`config.mk`:
```
export PLATFORM = sky130hd
export DESIGN_NAME = riscv_lsu
export DESIGN_NICKNAME = d
export VERILOG_FILES = /design/src/rtl/riscv_lsu.sv
export SDC_FILE = /design/constraint.sdc
export NUM_CORES = 1
export LEC_CHECK = 0
export ABC_CLOCK_PERIOD_IN_PS = 2400
export BUFFER_PORTS_ARGS = -buffer_cell sky130_fd_sc_hd__buf_2
export CAP_MARGIN = 15
export CORE_MARGIN = 4
export CORE_UTILIZATION = 45
export CTS_BUF_LIST = sky130_fd_sc_hd__clkbuf_8
export CTS_CLUSTER_DIAMETER = 80
export DETAILED_ROUTE_END_ITERATION = 7
export GPL_TIMING_DRIVEN = 0
export MAX_ROUTING_LAYER = met4
export PLACE_DENSITY_LB_ADDON = 0.3
export SYNTH_ARGS = -nofsm -noshare
export SYNTH_HDL_FRONTEND = slang
export SYNTH_SLANG_ARGS = --single-unit
```
`constraint.sdc`:
```
create_clock -name clk -period 2.4 [get_ports clk]
set_input_delay 0.72 -clock clk [delete_from_list [all_inputs] [get_ports clk]]
set_output_delay 0.72 -clock clk [all_outputs]
set_load 0.005 [all_outputs]
```
`src/rtl/riscv_lsu.sv`:
```
// riscv_lsu: single-outstanding load/store unit between the EX stage and the data memory bus.
// Accepts one aligned byte/half/word access, stalls the pipeline until it completes, rejects misaligned ones.
module riscv_lsu #(
    parameter int WORD_LENGTH = 32
) (
    input  logic                   clk,
    input  logic                   rst_n,
    input  logic                   ex_valid,
    input  logic                   ex_ren,
    input  logic                   ex_wen,
    input  logic [2:0]             ex_funct3,
    input  logic [WORD_LENGTH-1:0] ex_addr,
    input  logic [WORD_LENGTH-1:0] ex_wdata,
    output logic                   lsu_busy,
    output logic                   lsu_done,
    output logic [WORD_LENGTH-1:0] lsu_rdata,
    output logic                   lsu_misalign,
    output logic                   dmem_req,
    input  logic                   dmem_gnt,
    output logic                   dmem_we,
    output logic [WORD_LENGTH-1:0] dmem_addr,
    output logic [WORD_LENGTH-1:0] dmem_wdata,
    output logic [3:0]             dmem_be,
    input  logic                   dmem_rvalid,
    input  logic [WORD_LENGTH-1:0] dmem_rdata
);
    typedef enum logic [1:0] {
        IDLE = 2'd0,
        REQ  = 2'd1,
        RESP = 2'd2
    } state_t;

    state_t                 state_q, state_d;
    logic [WORD_LENGTH-1:0] addr_q, addr_d;
    logic [WORD_LENGTH-1:0] wdata_q, wdata_d;
    logic [WORD_LENGTH-1:0] rdata_q, rdata_d;
    logic [3:0]             be_q, be_d;
    logic [2:0]             funct3_q, funct3_d;
    logic                   we_q, we_d;
    logic                   done_q, done_d;
    logic                   misalign_q, misalign_d;

    logic                   mem_op;
    logic                   is_half;
    logic                   is_word;
    logic                   aligned;
    logic [3:0]             be_new;
    logic [WORD_LENGTH-1:0] wdata_new;
    logic [WORD_LENGTH-1:0] load_ext;
    logic [7:0]             rd_byte [4];
    logic [7:0]             byte_sel;
    logic [15:0]            half_sel;

    assign mem_op  = ex_valid & (ex_ren | ex_wen);
    // Unlisted funct3 encodings fall into the word class.
    assign is_half = (ex_funct3 == 3'b001) || (ex_funct3 == 3'b101);
    assign is_word = !is_half && (ex_funct3 != 3'b000) && (ex_funct3 != 3'b100);
    assign aligned = is_word ? (ex_addr[1:0] == 2'b00) : (is_half ? !ex_addr[0] : 1'b1);

    always_comb begin
        be_new    = 4'b1111;
        wdata_new = ex_wdata;
        if (is_half) begin
            be_new    = ex_addr[1] ? 4'b1100 : 4'b0011;
            wdata_new = {2{ex_wdata[15:0]}};
        end else if (!is_word) begin
            be_new    = 4'b0001 << ex_addr[1:0];
            wdata_new = {4{ex_wdata[7:0]}};
        end
    end

    genvar gi;
    generate
        for (gi = 0; gi < 4; gi++) begin : g_lane
            assign rd_byte[gi] = dmem_rdata[8*gi +: 8];
        end
    endgenerate

    assign byte_sel = rd_byte[addr_q[1:0]];
    assign half_sel = addr_q[1] ? dmem_rdata[31:16] : dmem_rdata[15:0];

    always_comb begin
        case (funct3_q)
            3'b000:  load_ext = {{(WORD_LENGTH-8){byte_sel[7]}}, byte_sel};
            3'b100:  load_ext = {{(WORD_LENGTH-8){1'b0}}, byte_sel};
            3'b001:  load_ext = {{(WORD_LENGTH-16){half_sel[15]}}, half_sel};
            3'b101:  load_ext = {{(WORD_LENGTH-16){1'b0}}, half_sel};
            default: load_ext = dmem_rdata;
        endcase
    end

    always_comb begin
        state_d    = state_q;
        addr_d     = addr_q;
        wdata_d    = wdata_q;
        rdata_d    = rdata_q;
        be_d       = be_q;
        funct3_d   = funct3_q;
        we_d       = we_q;
        done_d     = 1'b0;
        misalign_d = 1'b0;
        case (state_q)
            IDLE: begin
                // done_q still high means the completed instruction is being held for one more edge.
                if (mem_op && !done_q) begin
                    if (aligned) begin
                        addr_d   = ex_addr;
                        wdata_d  = wdata_new;
                        be_d     = be_new;
                        funct3_d = ex_funct3;
                        we_d     = !ex_ren;
                        state_d  = REQ;
                    end else begin
                        misalign_d = 1'b1;
                    end
                end
            end
            REQ: begin
                if (dmem_gnt) begin
                    if (we_q) begin
                        done_d  = 1'b1;
                        state_d = IDLE;
                    end else begin
                        state_d = RESP;
                    end
                end
            end
            RESP: begin
                if (dmem_rvalid) begin
                    rdata_d = load_ext;
                    done_d  = 1'b1;
                    state_d = IDLE;
                end
            end
            default: state_d = IDLE;
        endcase
    end

    always_ff @(posedge clk or negedge rst_n) begin
        if (!rst_n) begin
            state_q    <= IDLE;
            addr_q     <= '0;
            wdata_q    <= '0;
            rdata_q    <= '0;
            be_q       <= '0;
            funct3_q   <= '0;
            we_q       <= 1'b0;
            done_q     <= 1'b0;
            misalign_q <= 1'b0;
        end else begin
            state_q    <= state_d;
            addr_q     <= addr_d;
            wdata_q    <= wdata_d;
            rdata_q    <= rdata_d;
            be_q       <= be_d;
            funct3_q   <= funct3_d;
            we_q       <= we_d;
            done_q     <= done_d;
            misalign_q <= misalign_d;
        end
    end

    assign lsu_busy     = (state_q != IDLE) || (mem_op && aligned && !done_q);
    assign lsu_done     = done_q;
    assign lsu_rdata    = rdata_q;
    assign lsu_misalign = misalign_q;
    assign dmem_req     = (state_q == REQ);
    assign dmem_we      = we_q;
    assign dmem_addr    = {addr_q[WORD_LENGTH-1:2], 2'b00};
    assign dmem_wdata   = wdata_q;
    assign dmem_be      = be_q;

endmodule
```
Word level (Yosys, flattened, before mapping)

Index checks and enable logic that the tools add are counted.

Add/subtract/negate cells: 0
Multiply operators: 0
Div/mod/pow operators: 0
Order comparisons: 1
Equality and inequality tests: 12
Shifts and indexed selects: 1
Muxes and demuxes: 25
Bitwise logic cells: 3
Reduce and logical (&&, ||, !) cells: 19

Operators with widths:

| operator            | count |
|---|---|
| $pmux 32 s4         | 1 |
| $mux 32             | 2 |
| $bmux 8 s2          | 1 |
| $mux 16             | 1 |
| $mux 8              | 2 |
| $mux 4              | 3 |
| $mux 2              | 5 |
| $eq 3x3->1 const B  | 3 |
| $mux 1              | 8 |
| $eq 3x1->1 const B  | 2 |
| $ne 2x2->1 const B  | 3 |
| $pmux 2 s3          | 1 |
| $logic_and 1x1->1   | 5 |
| $logic_not 1->1     | 4 |
| $logic_not 2->1     | 2 |
| $reduce_and 4->1    | 1 |
| $shl 1x2->4 const A | 1 |
| $ge 3x3->1 const B  | 1 |
| $logic_not 3->1     | 1 |
| $ne 3x3->1 const B  | 1 |
| $not 2->3           | 1 |
| $reduce_and 3->1    | 1 |
| $reduce_bool 3->1   | 1 |
| $eq 2x1->1 const B  | 1 |
| 8 further kinds     | 9 |

Register bits after elaboration: 108
Bits in latches: 0
Memory bits (writable): 0
Bits in read-only memories: 0
Word-level logic and storage cells: 70
Memories kept: 0

Depth between registers and ports, before layout

Gate-level depths: netlist (run 1).

Depth in word-level cells: 9
Gate-level depth with buffers: 7
Depth with buffers taken out: 6

Least setup slack after synthesis (run 1)

Ideal clock, no wire load.

Path type: input to register
From: input ex_funct3[1]
To: register addr_q[0]
Setup time: 125 ps
Arrival time: 1916 ps
Slack: 359 ps
Stages on the path: 6
Buffers on the path: 2
Cells stage by stage: nor2_4 > nor2_2 > or3_1 > buf_4 > buf_6 > mux2_4

Cells in the longest elaborated chain, start to end: 7
Elaborated cells between the ends (all ways): 11

RTL lines:

| what                                            | line | source |
|---|---|---|
| from (decl)                                     | 11   | `input logic [2:0] ex_funct3,` |
| $eq 3x1->1 / $eq 3x3->1 (equally long branches) | 56   | `assign is_half = (ex_funct3 == 3'b001) \|\| (ex_funct3 == 3'b101);` |
| $logic_or 1x1->1                                | 56   |  |
| $logic_not 1->1                                 | 57   | `assign is_word = !is_half && (ex_funct3 != 3'b000) && (ex_funct3 != 3'b100);` |
| $logic_and 1x1->1 (2 in series)                 | 57   |  |
| $mux 1 *                                        | 58   | `assign aligned = is_word ? (ex_addr[1:0] == 2'b00) : (is_half ? !ex_addr[0] : 1'b1);` |
| $reduce_and 3->1 (no source line) *             | n/a  |  |
| to (signal assigned)                            | 152  | `addr_q <= addr_d;` |
| to (decl)                                       | 34   | `logic [WORD_LENGTH-1:0] addr_q, addr_d;` |

Mark *: on every way between the ends. The rest lies on a longest branch, timed or not.
A chain may end at the register's enable or synchronous reset.

Worst setup path after layout (run 1)

From: input ex_funct3[0]
To: output lsu_busy

Cells in the longest elaborated chain, start to end: 9
Elaborated cells between the ends (all ways): 13

RTL lines:

| what                                            | line | source |
|---|---|---|
| $eq 3x1->1 / $eq 3x3->1 (equally long branches) | 56   |  |
| $logic_or 1x1->1                                | 56   |  |
| $logic_not 1->1                                 | 57   |  |
| $logic_and 1x1->1 (2 in series)                 | 57   |  |
| $mux 1 *                                        | 58   |  |
| $logic_and 1x1->1 * (2 in series)               | 163  | `assign lsu_busy = (state_q != IDLE) \|\| (mem_op && aligned && !done_q);` |
| $logic_or 1x1->1 *                              | 163  |  |
| to (decl)                                       | 14   | `output logic lsu_busy,` |

Marked as above.

==> impl_results.md, run 1 <==
* CP required at 1680 ps
* Die H at 118 um
* Non-Filler Instances at 830
* Clock slew at reported path FFs at 90 ps
* Postcts setup bufs at 0
* Rows at 40
* Synthesized area per cell at 12.2 um2
* DR pass1 iterations at 4
* H-tree Lvls at 3
* CTS Buf Count at 9
* Global-route wire length before repair at 22800 um
* Cell variety after synth at 37
* Initial antenna violation count at 0
* Top-area cell type share of the netlist area at 49.3%
* ANT nets after route at 0
* GR Overflow Total at 0
* Number of I/O pins at 211
* P&R area growth vs syn at 28.1%
* Max-cap viol count at 0
* DR vias/cell at 5.17
* DRC viols at 0
* Mapped cell area at 0.00548 mm2
* Tmin final at 2290 ps
* Leading post-synthesis cells by cell area: dfrtp_1 49%, mux2_4 18%, mux2_2 5.3%
* Tot GR Track Use at 20.7%
* Slew @ Worst Pin at 819 ps
* Ys flop type: dfrtp_1
* CP Launch Type: primary input
* Synth area leader: dfrtp_1
* Synth warn at 0
* Share of cells above drive strength 1 at 53.7%
* Post-CTS Hold Buffers at 0
* Clock sinks at 108
* Hold slack at 414 ps
* Die area at 0.0140 mm2
* Area of the core at 0.0120 mm2
* CTS max path bufs at 2
* Root buffer cell: clkbuf_8
* Final instance area at 0.00702 mm2
* Dpl cells at 807
* Hold Fails Final Rpt at 0
* Outcome: completed
* Final worst path period share at 95.5%
* Register area share after synthesis at 49.3%
* Slew Viols, Final at 0
* Crit-path max FO at 9
* Final Setup Violations at 0
* Critical Path AT at 1570 ps
* Initial Utilization at 45.8%
* DRT iter0 DRCs at 277
* Unrepaired setup endpoints after global routing: false
* Clk_skew at 15.0 ps
* PD cells at 1170 mW/mm2
* Inserted Diodes at 0
* Clock Latency Late Sink at 370 ps
* Relative slew slack at 45.4%
* Max rail drop VDD at 0.634 mV
* Fmax at 436 MHz
* WS Path Type: primary input to output pin
* Final WL at 14000 um
* CTS tree: built
* Synthesized instance count at 450
* HPWL after DPL at 10600 um
* #FFs+latches synth at 108
* Nets at 787
* Wire length per cell at 16.8 um
* Leak at 3.75 nW
* Largest net degree at the start of global routing at 60
* I/O Buffers at 208
* Post-CTS sizing at 0
* DIE WIDTH at 118 um
* RD Place Congestion at 0.889
* Min-delay worst type: primary input to asynchronous set/reset pin
* Via count at 4291
* Setup TNS at 0 ps
* Synth async-reset ratio at 100%
* Post-DP Area at 0.00674 mm2
* Critical Path Sink Type: output pin
* Number of global-route vias before repair at 4557
* Post-synth EDFFs at 0
flip-flops by register name, indices dropped and copies added, names as in the netlist, 2 cells and up:
signal and count:
lsu_rdata 32, dmem_be 4, addr_q 32, funct3_q 3
dmem_wdata 32, state_q 2
cell families (layout without fill, tap and decap cells):
logic type | after synthesis | count (layout) | synth area share [%]
buffers and inverters | 70 | 302 | 8.06
adder cells (fa/ha/maj) | 3 | 3 | 0.685
AND/OR/NAND/NOR | 87 | 87 | 7.67
multiplexers | 108 | 108 | 26.6
other | 1 | 2 | 0.0684
flip-flops | 108 | 108 | 49.3
AO/OA/AOI/OAI | 73 | 73 | 7.63
routing by layer:
layer	track usage [%]	routed length [um]
met1	26.5	6100
met2	32.2	6440
met3	4.74	1100
met4	7.99	340
met5	-	0
report_power, final:
part / switching (W) / leakage [nW] / internal [W]
logic: 0.00151 / 2.33 / 0.00225
registers: 0.000515 / 1.29 / 0.00270
clock network: 0.000619 / 0.122 / 0.000641
total: 0.00265 / 3.75 / 0.00559
final timing paths:
kind | to | slack, ps | cells past startpoint | start
worst max-delay path | lsu_busy | 110 | 5 | ex_funct3[0]
worst min register to register | lsu_rdata[7] | 490 | 2 | lsu_rdata[7]
min in group clk | lsu_rdata[7] | 490 | 2 | lsu_rdata[7]
worst min-delay path | addr_q[20] | 410 | 1 | rst_n
worst max register to register | lsu_rdata[6] | 310 | 7 | state_q[0]
max in group asynchronous | dmem_be[3] | 1290 | 2 | rst_n
cell type report:
class,count,area [um2]
plain buffers,59,400
repair buffers,216,1120
multi-input cells,273,2340
fillers,1026,4940
clock buffers,11,151
inverters,11,41.3
flip-flops and latches,108,2700
clock inverters,5,76.3
well taps,147,184
through the flow:
stage	total power [W]	worst slack, ps	util (%)
2_1_floorplan	0.00556	359	-
3_3_place_gp	0.00692	-593	56.1
3_5_place_dp	0.00702	-36.3	56.3
4_1_cts	0.00831	36.9	58.2
5_1_grt	0.00882	2.41	58.7
6_report	0.00824	109	58.7
placed cells by master, fill, tap and decap left out, types with 2 or more instances in the layout:
cell type	count
mux2i_1	15
nand3_1	25
o21ai_0	30
dfrtp_1	108
mux2_4	66
conb_1	2
bufinv_16	2
or3_1	9
clkbuf_8	11
ha_1	3
a21oi_1	23
o22ai_1	9
inv_1	13
nand2b_1	7
o21bai_1	2
mux2_2	26
nor2_1	8
buf_4	41
buf_6	7
buf_2	209
clkbuf_1	16
a2bb2o_1	2
nand2_1	31
synth_stat cells, types with 3 or more instances:
cell      count
a21oi_1      23
buf_4        33
buf_6         7
clkbuf_1     16
dfrtp_1     108
ha_1          3
inv_1        11
mux2_2       26
mux2_4       66
mux2i_1      15
nand2_1      31
nand2b_1      7
nand3_1      25
nor2_1        8
o21ai_0      30
o22ai_1       9
or3_1         9
worst max-delay path: stages:
cell and delay [ps]:
buf_2 130, nor2_4 260, nor2_2 90, o21ai_0 200, buf_2 160
Note: power is estimated with default switching activity, not from simulation.
==> run 2: changes to the inputs <==
--- a/config.mk
+++ b/config.mk
@@ -9,13 +9,14 @@
 export BUFFER_PORTS_ARGS = -buffer_cell sky130_fd_sc_hd__buf_2
 export CAP_MARGIN = 15
 export CORE_MARGIN = 4
-export CORE_UTILIZATION = 45
-export CTS_BUF_LIST = sky130_fd_sc_hd__clkbuf_8
+export CORE_UTILIZATION = 51
+export CTS_BUF_LIST = sky130_fd_sc_hd__clkbuf_4 sky130_fd_sc_hd__clkbuf_8
 export CTS_CLUSTER_DIAMETER = 80
 export DETAILED_ROUTE_END_ITERATION = 7
 export GPL_TIMING_DRIVEN = 0
 export MAX_ROUTING_LAYER = met4
 export PLACE_DENSITY_LB_ADDON = 0.3
+export SETUP_SLACK_MARGIN = 0.4
 export SYNTH_ARGS = -nofsm -noshare
 export SYNTH_HDL_FRONTEND = slang
 export SYNTH_SLANG_ARGS = --single-unit
==> run 2 against run 1 <==
Compared with the run above: final cell count up 0.60%; cell area grew 6.0%; routed wire length grew 6.9%; highest routed layer unchanged; fmax up 12%.
==> impl_results.md, run 2 (synthesized netlist as in run 1, its figures left out) <==
* Met3 GRT Util at 4.57%
* Clk_skew at 16.8 ps
* Critical Path Sink Type: output pin
* Clock share of power at 13.7%
* Crit. Startpoint: ex_addr[1]
* Leak at 3.97 nW
* Die area at 0.0125 mm2
* DRC viols at 0
* Wire length per cell at 17.9 um
* Outcome: completed
* Tmin final at 2050 ps
* Logic gate share of total power at 48.6%
* Area of the multi-input gates at 0.00238 mm2
* Dpl cells at 796
* Root buffer cell: clkbuf_8
* Tot GR Track Use at 23.4%
* Sw frac at 32.5%
* Inserted Diodes at 0
* Clock slew at reported path FFs at 100 ps
* Max-cap viol count at 0
* Initial Utilization at 52.6%
* Largest net degree at the start of global routing at 74
* Commonest non-fill, non-tap cell in the layout: buf_2
* Initial antenna violation count at 0
* Via count at 4388
* Relative slew slack at 51.6%
* RD Place Congestion at 0.877
* CP Launch Type: primary input
* Critical Path AT at 1330 ps
* Number of global-route vias before repair at 4593
* Final core occ at 71.4%
* Hold Fails Final Rpt at 0
* Fmax at 488 MHz
* Total power at 0.00853 W
* GR Overflow Total at 0
* Net Switching at 0.00278 W
* Post-CTS Hold Buffers at 0
* CTS max path bufs at 2
* H-tree Lvls at 3
* WS Path Type: primary input to output pin
* Share of cells above drive strength 1 at 56.8%
* RR Startpoint: lsu_done
* Final WL at 15000 um
* Non-Filler Instances at 835
* Met2 usage at 38.7%
* Nets at 803
* Internal power at 0.00575 W
* Register area at 0.00270 mm2
* Most frequent cells in the layout: 203 x buf_2, 108 x dfrtp_1, 66 x mux2_4
* CTS tree: built
* Met1 Use GR at 29.5%
* Min-delay worst type: primary input to asynchronous set/reset pin
* PD cells at 1150 mW/mm2
* FF-to-FF End: addr_q[23]
* ANT nets after route at 0
* Max rail drop VDD at 0.555 mV
* Die H at 112 um
* Crit-path max FO at 2
* Final worst path period share at 85.3%
* Rows at 37
* P&R area growth vs syn at 35.8%
* Number of I/O pins at 211
* CTS Buf Count at 9
* Part of the power in registers at 37.7%
* Clock Latency Late Sink at 360 ps
* DIE WIDTH at 112 um
* Global-route wire length before repair at 23300 um
* Clock sinks at 108
* Busiest layer in global routing: met2
* Final Setup Violations at 0
* R2R depth at 7
* Slew Viols, Final at 0
* DR pass1 iterations at 5
* Unrepaired setup endpoints after global routing: true
* HPWL after DPL at 10600 um
* R2R setup slack at 460 ps
* CP required at 1680 ps
* DRT iter0 DRCs at 229
* Slew @ Worst Pin at 726 ps
* DR vias/cell at 5.26
* I/O Buffers at 208
* Area of the core at 0.0104 mm2
* End of the critical path: lsu_busy
* FILL cells at 770
-- run 2: worst max-delay path: stages --
cell     delay [ps]
buf_8           100
a21oi_4         180
nor2_4           50
o21ai_2         140
buf_2           140
-- run 2: cell type report --
class / count / share of cell area, %
multi-input cells: 273 / 32.0
clock inverters: 5 / 0.807
repair buffers: 232 / 19.5
clock buffers: 11 / 2.03
plain buffers: 59 / 6.49
inverters: 11 / 0.555
well taps: 136 / 2.29
flip-flops and latches: 108 / 36.3
-- run 2: how the worst min path moves through the flow --
stage / start / end / cells after the start
after global placement: lsu_rdata[0] / lsu_rdata[0] / 2
final: rst_n / addr_q[28] / 1
after detailed placement: lsu_rdata[0] / lsu_rdata[0] / 2
after floorplan: rst_n / addr_q[0] / 0
after CTS: rst_n / dmem_wdata[2] / 1
after global routing: rst_n / addr_q[28] / 1
-- run 2: power groups by stage --
stage,Clock (W),Sequential (W),Combinational [W]
floorplan,0,0.00320,0.00238
global placement,0,0.00319,0.00374
detailed placement,0,0.00324,0.00382
CTS,0.00119,0.00321,0.00388
global route,0.00127,0.00334,0.00449
finish,0.00117,0.00322,0.00415
-- run 2: per-stage QoR --
stage / hold slack (ps) / setup TNS (ps) / cell area [um2] / setup slack [ps]
after floorplan: 424 / 0 / 5510 / 375
after global placement: 465 / -62960 / 6730 / -591
after detailed placement: 468 / -9.60 / 6760 / -9.60
after CTS: 320 / 0 / 7040 / 358
after global routing: 333 / 0 / 7440 / 307
final: 320 / 0 / 7440 / 352
-- run 2: routing by layer --
metal,up-vias,share of wire (%)
li1,2037,-
met1,2143,41
met2,177,50
met3,31,6.3
met4,0,2.4
met5,-,0
-- run 2: timing repair --
action                                  in CTS  in global routing
cloned                                       0                  9
pin swaps                                    5                  2
gates resized for setup                     11                 35
endpoints found under the setup margin       2                 98
setup buffers                                5                  9
